`config.mk`:
```
export PLATFORM = sky130hd
export DESIGN_NAME = servo_ramp_ctrl
export DESIGN_NICKNAME = d
export VERILOG_FILES = /design/src/rtl/servo_ramp_ctrl.sv
export SDC_FILE = /design/constraint.sdc
export NUM_CORES = 1
export LEC_CHECK = 0
export BUFFER_PORTS_ARGS = -buffer_cell sky130_fd_sc_hd__buf_4
export CAP_MARGIN = 25
export CORE_MARGIN = 3
export CORE_UTILIZATION = 34
export CTS_BUF_LIST = sky130_fd_sc_hd__clkbuf_4 sky130_fd_sc_hd__clkbuf_8
export CTS_CLUSTER_SIZE = 12
export DETAILED_ROUTE_END_ITERATION = 6
export PLACE_DENSITY_LB_ADDON = 0.25
export RECOVER_POWER = 100
export SLEW_MARGIN = 20
export SYNTH_ARGS = -nofsm -noshare
export SYNTH_HDL_FRONTEND = slang
export SYNTH_SLANG_ARGS = --single-unit
```
`constraint.sdc`:
```
create_clock -name clk -period 5.35 [get_ports clk]
set_input_delay 0.8025 -clock clk [delete_from_list [all_inputs] [get_ports clk]]
set_output_delay 0.8025 -clock clk [all_outputs]
set_load 0.02 [all_outputs]
```
`src/rtl/servo_ramp_ctrl.sv`:
```
// Slew-limited pulsewidth sequencer for one PWM servo channel (IDLE/RAMP/HOLD).
// Optional macro HOLD_TIMEOUT_EN releases the servo after HOLD_FRAMES idle frames in HOLD.
module servo_ramp_ctrl #(
    parameter int RES         = 8,
    parameter int STEP_W      = 4,
    parameter int RESET_PW    = 128,
    parameter int HOLD_FRAMES = 50
) (
    input  logic              clk,
    input  logic              rst,
    input  logic              frame_tick,
    input  logic [RES-1:0]    min_pw,
    input  logic [RES-1:0]    max_pw,
    input  logic              cmd_valid,
    output logic              cmd_ready,
    input  logic [RES-1:0]    cmd_target,
    input  logic [STEP_W-1:0] cmd_step,
    input  logic              abort,
    output logic [RES-1:0]    pulsewidth,
    output logic              pwm_en,
    output logic              busy,
    output logic              done,
    output logic [1:0]        state_dbg
);

    typedef enum logic [1:0] {
        IDLE = 2'd0,
        RAMP = 2'd1,
        HOLD = 2'd2
    } state_t;

    state_t         state, state_nxt;
    logic [RES-1:0] target, target_nxt;
    logic [RES-1:0] step, step_nxt;
    logic [RES-1:0] pw_nxt;
    logic           en_nxt;
    logic           done_nxt;
    logic           accept;
    logic           timeout;
    logic [RES-1:0] clamped;
    logic [RES-1:0] step_in;
    logic [RES:0]   diff;

    // Handshake: a command transfers on any cycle where cmd_valid and cmd_ready are both
    // high; cmd_ready is low only while ramping, and cmd_valid may be withdrawn freely.
    assign cmd_ready = (state != RAMP);
    assign busy      = (state == RAMP);
    assign accept    = cmd_valid & cmd_ready;
    assign state_dbg = state;

    always_comb begin
        clamped = cmd_target;
        if ((min_pw > max_pw) || (cmd_target < min_pw))
            clamped = min_pw;
        else if (cmd_target > max_pw)
            clamped = max_pw;
    end

    assign step_in = (cmd_step == '0) ? RES'(1) : RES'(cmd_step);

    // Distance carried in RES+1 bits so neither direction can wrap.
    assign diff = (target >= pulsewidth) ? ({1'b0, target} - {1'b0, pulsewidth})
                                         : ({1'b0, pulsewidth} - {1'b0, target});

`ifdef HOLD_TIMEOUT_EN
    localparam int CNT_W = $clog2(HOLD_FRAMES) + 1;
    logic [CNT_W-1:0] hold_cnt;

    // The counter sits at zero outside HOLD, so every entry into HOLD starts a fresh count.
    always_ff @(posedge clk or posedge rst) begin
        if (rst)
            hold_cnt <= '0;
        else if (state != HOLD)
            hold_cnt <= '0;
        else if (frame_tick)
            hold_cnt <= hold_cnt + CNT_W'(1);
    end

    assign timeout = (state == HOLD) && frame_tick && (hold_cnt == CNT_W'(HOLD_FRAMES - 1));
`else
    logic [31:0] unused_hold_frames;
    assign unused_hold_frames = 32'(HOLD_FRAMES);
    assign timeout = 1'b0;
`endif

    always_comb begin
        state_nxt  = state;
        target_nxt = target;
        step_nxt   = step;
        pw_nxt     = pulsewidth;
        en_nxt     = pwm_en;
        done_nxt   = 1'b0;
        case (state)
            IDLE, HOLD: begin
                if (accept) begin
                    target_nxt = clamped;
                    step_nxt   = step_in;
                    en_nxt     = 1'b1;
                    state_nxt  = RAMP;
                end else if (timeout) begin
                    en_nxt    = 1'b0;
                    state_nxt = IDLE;
                end
            end
            RAMP: begin
                if (abort) begin
                    state_nxt = HOLD;
                end else if (frame_tick) begin
                    if (diff <= {1'b0, step}) begin
                        pw_nxt    = target;
                        done_nxt  = 1'b1;
                        state_nxt = HOLD;
                    end else if (target > pulsewidth) begin
                        pw_nxt = pulsewidth + step;
                    end else begin
                        pw_nxt = pulsewidth - step;
                    end
                end
            end
            default: state_nxt = IDLE;
        endcase
    end

    always_ff @(posedge clk or posedge rst) begin
        if (rst) begin
            state      <= IDLE;
            pulsewidth <= RES'(RESET_PW);
            pwm_en     <= 1'b0;
            done       <= 1'b0;
            target     <= RES'(RESET_PW);
            step       <= RES'(1);
        end else begin
            state      <= state_nxt;
            pulsewidth <= pw_nxt;
            pwm_en     <= en_nxt;
            done       <= done_nxt;
            target     <= target_nxt;
            step       <= step_nxt;
        end
    end

endmodule
```
==> run metrics, run 1 <==
PostCTS Resize Cnt=0; clock tree buffer depth=2; cts hold-fix bufs=0; Post-CTS Setup Bufs=0; Power Internal=1150 µW; part of the power in combinational logic=77.7%; TritonCTS sink count=24; sequential area share after synthesis=19.7%; most frequent cells in the layout=ha_1 (52), inv_1 (47), buf_4 (30); CP bufs+invs=1; first-pass GRT wire length=between 10000 and 15000 µm; Power Density=657 nW/µm²; initial antenna violation count=0; Worst IR Drop VDD=0.000199 V; max cap viols=0; Ys Warns=0; detailed placement HPWL=roughly 6200 µm; DR vias=approximately 2700; via-per-instance ratio=between 5 and 6; Cell variety after synth=53; gpl congestion=roughly 0.84; post-layout instance count excluding filler cells=515; main area contributors after synthesis=ha_1 (21%), dfrtp_1 (17%), inv_1 (5.7%), o21a_1 (3.9%), a21oi_1 (3.6%); Core Area=8760 µm²; Post-Syn Nets=457; EDFF count, synth=0; Reg power frac=between 10% and 20%; commonest non-fill, non-tap cell in the layout=ha_1; die area=10200 µm²; DIE WIDTH=101 µm; multi-input logic area=2220 µm²; clock root cell=clkbuf_8; routed len/inst=14.6 µm; # diodes=0; Setup TNS=0 ns; Pleak=0.00171 µW; gr usage total=between 15 and 20%; crit-path cells=inv_1 > ha_1 > nand2b_1 > a21oi_1 > o21a_1 > nor2_1 > o31a_1 > mux2_2 > ha_1 > nor2b_1 > o211ai_1 > a21oi_1 > a211o_1 > a2111oi_0 > a32oi_2 > mux2i_1 > mux2_2; syn_area_per_cell=8.33 µm²; Register Area=604 µm²; Fill cells=926; vias in the first global route=approximately 2800; status=complete, no violations; crit path max-delay cell type=dfrtp_1; CTS Buf Count=3; Setup-failing EPs final=0; Chip Height=around 100 µm; Clock power frac=about 7.0%; Clock Skew=about 0.0018 ns; gr ovfl total=0; Final Hold Viols=0; fmax=213 MHz; Crit path max-delay family=compound AO/OA/AOI/OAI gates; CP max FO=12; Worst setup EP type=flop; crit-path max cell delay=0.52 ns; Mapped Area=3070 µm²; Req. time, crit path=5.51 ns; Synth area leader=ha_1; area share of the largest cell type after synthesis=21.2%; Mapped Cells=369; Syn-to-layout area delta=14.2%; critical path launch point type=flop; largest net degree at the start of global routing=25; FF+latch count, synth=24; CTS H-tree depth=1; worst rel slew slack=between 30% and 40%; Cells after DPL=509; Period minus WS final=4.69 ns; CP startpoint=pulsewidth[1]; Post-Route WL=around 7500 µm; Final Net Count=496; switching part of the total=50.2%; first-pass iteration count of the detailed router=4; Worst-Margin Slew=about 0.99 ns; post-synthesis async set-or-reset flop share=100%; Initial Util=35.1%; # port buffers=46; initial DRC count=103; DRC=0; FF-to-FF Start=pulsewidth[1]; IO Pins=47; worst-skew pair later-pin latency=approximately 0.27 ns; Psw=1160 µW; Post-DRT Antenna Nets=0; final period utilization=87.7%; HP Class=primary input to asynchronous set/reset pin; Slew Viols, Final=0; Main synth FF type=dfrtp_1; Setup CP Type=flop to flop; ratio of cells with drive above 1 in the final layout=about an eighth; RSZ-0062 raised after global routing=false; Worst EP arrival=4.86 ns; Worst-path clk slew=approximately 0.090 ns; num rows=34; CTS tree=built
==> cells in the mapped netlist (5+ instances only) <==
cell type / count
o21ai_0: 12
nor2_1: 21
nand2_1: 18
nor3_1: 9
mux2_2: 5
dfrtp_1: 21
o21a_1: 16
a2111oi_0: 9
a21oi_1: 22
o21ai_1: 8
inv_1: 47
a21o_1: 6
clkbuf_1: 12
o31ai_1: 8
xor2_1: 5
nand2b_1: 7
ha_1: 52
nor2b_1: 15
nand4_1: 5
xnor2_1: 6
or3_1: 5
mux2i_1: 11
==> worst paths after layout <==
check / slack (ns) / to / depth (start not counted)
setup / recovery: 0.66 / pulsewidth[0] / 17
hold / removal: 0.45 / state_dbg[1] / 2
hold reg to reg: 0.47 / pwm_en / 1
min in group clk: 0.47 / pwm_en / 1
max in group asynchronous: 3.72 / pulsewidth[6] / 3
setup reg to reg: 0.66 / pulsewidth[0] / 17
==> metal layers <==
metal | vias up | track usage (%) | wire [µm] | share of wire, %
met3 | 5 | 0.900 | 278 | 3.7
li1 | 1400 | - | - | -
met2 | 53 | 26.2 | 3440 | 46
met5 | - | 0 | 0 | 0
met4 | 0 | 3.89 | 70 | 0.93
met1 | 1266 | 20.7 | 3700 | 49
==> power groups by stage <==
stage	combinational, µW	sequential [µW]	clock [µW]
after floorplan	1400	369	0
after global placement	1790	354	0
after detailed placement	1830	358	0
after CTS	1850	355	164
after global routing	2040	369	172
final	1790	353	160
==> layout make-up <==
cell class              count  share of cell area, %
clock buffers               3                   1.18
clock inverters             1                  0.856
inverters                  47                   5.03
multi-input cells         284                   63.4
flip-flops and latches     24                   17.2
well taps                 108                   3.85
repair buffers             48                   8.45
==> cells by family after synthesis <==
| family | after synthesis | synth area share, % |
|---|---|---|
| AND/OR/NAND/NOR | 93 | 15.7 |
| AO/OA/AOI/OAI | 109 | 25.0 |
| XOR/XNOR | 11 | 3.14 |
| adder cells (fa/ha/maj) | 55 | 23.1 |
| buffers and inverters | 61 | 7.94 |
| multiplexers | 16 | 5.42 |
| flip-flops | 24 | 19.7 |
==> stage by stage <==
stage / setup WS, ns / total power (µW) / util (%) / hold slack (ns) / area (µm²)
after floorplan: 1.29 / 1770 / - / 0.462 / 3070
after global placement: 0.976 / 2140 / 39.8 / 0.451 / 3490
after detailed placement: 0.795 / 2190 / 39.8 / 0.457 / 3490
after CTS: 0.777 / 2360 / 40.6 / 0.482 / 3560
after global routing: 0.201 / 2580 / 40.0 / 0.469 / 3510
final: 0.656 / 2300 / 40.0 / 0.449 / 3510
==> sequential cells by signal (all words and copies together), names as in the netlist <==
signal	cells
pwm_en	1
target	8
pulsewidth	8
step	4
state_dbg	2
done	1
Note: power is estimated with default switching activity, not from simulation.
==> run 2: changes to the inputs <==
--- a/config.mk
+++ b/config.mk
@@ -5,13 +5,14 @@
 export SDC_FILE = /design/constraint.sdc
 export NUM_CORES = 1
 export LEC_CHECK = 0
-export BUFFER_PORTS_ARGS = -buffer_cell sky130_fd_sc_hd__buf_4
+export BUFFER_PORTS_ARGS = -buffer_cell sky130_fd_sc_hd__buf_2
 export CAP_MARGIN = 25
 export CORE_MARGIN = 3
 export CORE_UTILIZATION = 34
 export CTS_BUF_LIST = sky130_fd_sc_hd__clkbuf_4 sky130_fd_sc_hd__clkbuf_8
 export CTS_CLUSTER_SIZE = 12
 export DETAILED_ROUTE_END_ITERATION = 6
+export MAX_ROUTING_LAYER = met4
 export PLACE_DENSITY_LB_ADDON = 0.25
 export RECOVER_POWER = 100
 export SLEW_MARGIN = 20
==> run 2 against run 1 <==
Compared with the run above: register-to-register slack got worse by 0.09 ns; clock skew decreased by 0.00069 ns; core utilization decreased by 0.90 points; highest routed layer unchanged; first-iteration DRC count increased by 57%; clock power about the same; via count increased by 0.84%; critical path depth decreased by 1; critical endpoint unchanged; flip-flop and latch count unchanged; routed wire length decreased by 0.39%; worst setup slack got worse by 0.091 ns; largest cell class unchanged.
==> run metrics, run 2 (same netlist as run 1, synthesis figures left out) <==
Initial Util=35.1% (unchanged); final period utilization=89.4% (+1.7 points); initial DRC count=162 (+57%); Post-CTS Setup Bufs=0 (unchanged); detailed placement HPWL=6100 µm (-1.5%); vias in the first global route=2810 (-0.18%); num rows=34 (unchanged); initial antenna violation count=0 (unchanged); clock tree buffer depth=2 (unchanged); ratio of cells with drive above 1 in the final layout=12.3% (unchanged); Worst-Margin Slew=0.997 ns (+0.00815 ns); Clock Skew=0.00115 ns (-0.000694 ns); CP max FO=12 (unchanged); HP Class=primary input to asynchronous set/reset pin; Worst IR Drop VDD=0.000175 V (-12%); Hold WS=0.437 ns (-0.0115 ns); Slew Viols, Final=0 (unchanged); CP startpoint=pulsewidth[7]; TritonCTS sink count=24 (unchanged); die area=10200 µm² (unchanged); most frequent cells in the layout=ha_1 (52), inv_1 (47), buf_2 (30); worst r2r path cells=16 (-1); Setup crit end=pulsewidth[0]; first-pass GRT wire length=13000 µm (+0.48%); worst rel slew slack=33.5% (-0.54 points); worst-skew pair later-pin latency=0.27 ns (about the same); first-pass iteration count of the detailed router=4 (unchanged); Power Density=668 nW/µm² (+1.8%); Setup CP Type=flop to flop; Post-Route WL=7470 µm (-0.39%); DRC=0 (unchanged); # port buffers=46 (unchanged); Power Internal=1140 µW (-0.64%); DR vias=2747 (+0.84%); Period minus WS final=4.78 ns (+0.0910 ns); gr ovfl total=0 (unchanged); Final Net Count=496 (unchanged); Setup TNS=0 ns (unchanged); Syn-to-layout area delta=11.6%; gpl congestion=0.881 (+5.3%); commonest non-fill, non-tap cell in the layout=ha_1; cts hold-fix bufs=0 (unchanged); critical path launch point type=flop; Final Hold Viols=0 (unchanged); Chip Height=101 µm (unchanged); Worst-path clk slew=0.08 ns (about the same); max cap viols=0 (unchanged); IO Pins=47 (unchanged); CTS H-tree depth=1 (unchanged); Worst setup EP type=flop; Tot Pwr=2290 µW (-0.51%); Reg2Reg Capture Point=pulsewidth[0]; Req. time, crit path=5.51 ns (about the same); Largest regs=pulsewidth x8, target x8, step x4; pre-CTS setup slack=0.839 ns (+0.0448 ns); CTS tree=built; Clock power frac=7.0% (about the same); PostCTS Resize Cnt=0 (unchanged); # diodes=0 (unchanged); Post-DRT Antenna Nets=0 (unchanged); fmax=209 MHz (-1.9%); Reg power frac=15.4% (about the same); routed len/inst=14.5 µm (-0.39%); switching part of the total=50.3% (+0.063 points); via-per-instance ratio=5.33 (+0.84%); part of the power in combinational logic=77.6% (about the same); FF-to-FF Start=pulsewidth[7]; Setup-failing EPs final=0 (unchanged); worst reg-to-reg setup slack=0.57 ns (-0.09 ns); Pleak=0.00168 µW (-1.6%); Psw=1150 µW (-0.39%); Worst EP arrival=4.95 ns (+0.09 ns); RSZ-0062 raised after global routing=false; clock root cell=clkbuf_8; DIE WIDTH=101 µm (unchanged); status=complete, no violations; Core Area=8760 µm² (unchanged); CTS Buf Count=3 (unchanged); largest net degree at the start of global routing=25 (unchanged); final worst slack=0.565 ns (-0.0910 ns); gr usage total=15.9% (+0.62 points); fin util=39.1% (-0.90 points)
[run 2: final cells by class]
class,count,area [µm²]
fill,911,5330
multi-input combinational,284,2220
sequential,24,604
timing repair buffer,48,218
inverter,47,176
tap,108,135
clock buffer,3,41.3
clock inverter,1,30.0
[run 2: worst min-delay path by stage]
stage / from / endpoint / slack [ns] / depth (start not counted)
floorplan: target[7] / target[7] / 0.46 / 2
detailed placement: pwm_en / pwm_en / 0.45 / 1
CTS: pwm_en / pwm_en / 0.48 / 1
global route: rst / state_dbg[1] / 0.46 / 2
global placement: pwm_en / pwm_en / 0.44 / 1
finish: rst / state_dbg[1] / 0.44 / 2
[run 2: worst max-delay path, stage by stage, from the launching register on]
cell       delay (ns)
dfstp_2          0.57
inv_1            0.05
ha_1             0.41
nand4_1          0.15
nor2_1           0.31
nor2_1           0.08
o31a_1           0.34
mux2_2           0.30
ha_1             0.29
nor2b_1          0.14
o211ai_1         0.15
a21oi_1          0.11
a211o_1          0.25
a2111oi_0        0.59
a32oi_2          0.41
mux2i_1          0.23
mux2_2           0.29
[run 2: metal layers]
layer  up-vias  wire [µm]  global-route usage, %
met4         0        158                   5.32
met3        16        255                   1.04
li1       1393          -                      -
met5         -          0                      -
met1      1268       3630                   21.2
met2        70       3430                   25.5
[run 2: per-stage QoR]
stage	area [µm²]	std cells
3_3_place_gp	3370	509
6_report	3430	515
2_1_floorplan	3070	369
4_1_cts	3440	513
5_1_grt	3430	515
3_5_place_dp	3370	509
[run 2: power groups by stage]
| stage | clock, µW | sequential [µW] | combinational (µW) |
|---|---|---|---|
| 3_3_place_gp | 0 | 352 | 1760 |
| 3_5_place_dp | 0 | 358 | 1800 |
| 6_report | 160 | 353 | 1780 |
| 5_1_grt | 172 | 372 | 2000 |
| 2_1_floorplan | 0 | 369 | 1400 |
| 4_1_cts | 164 | 354 | 1810 |
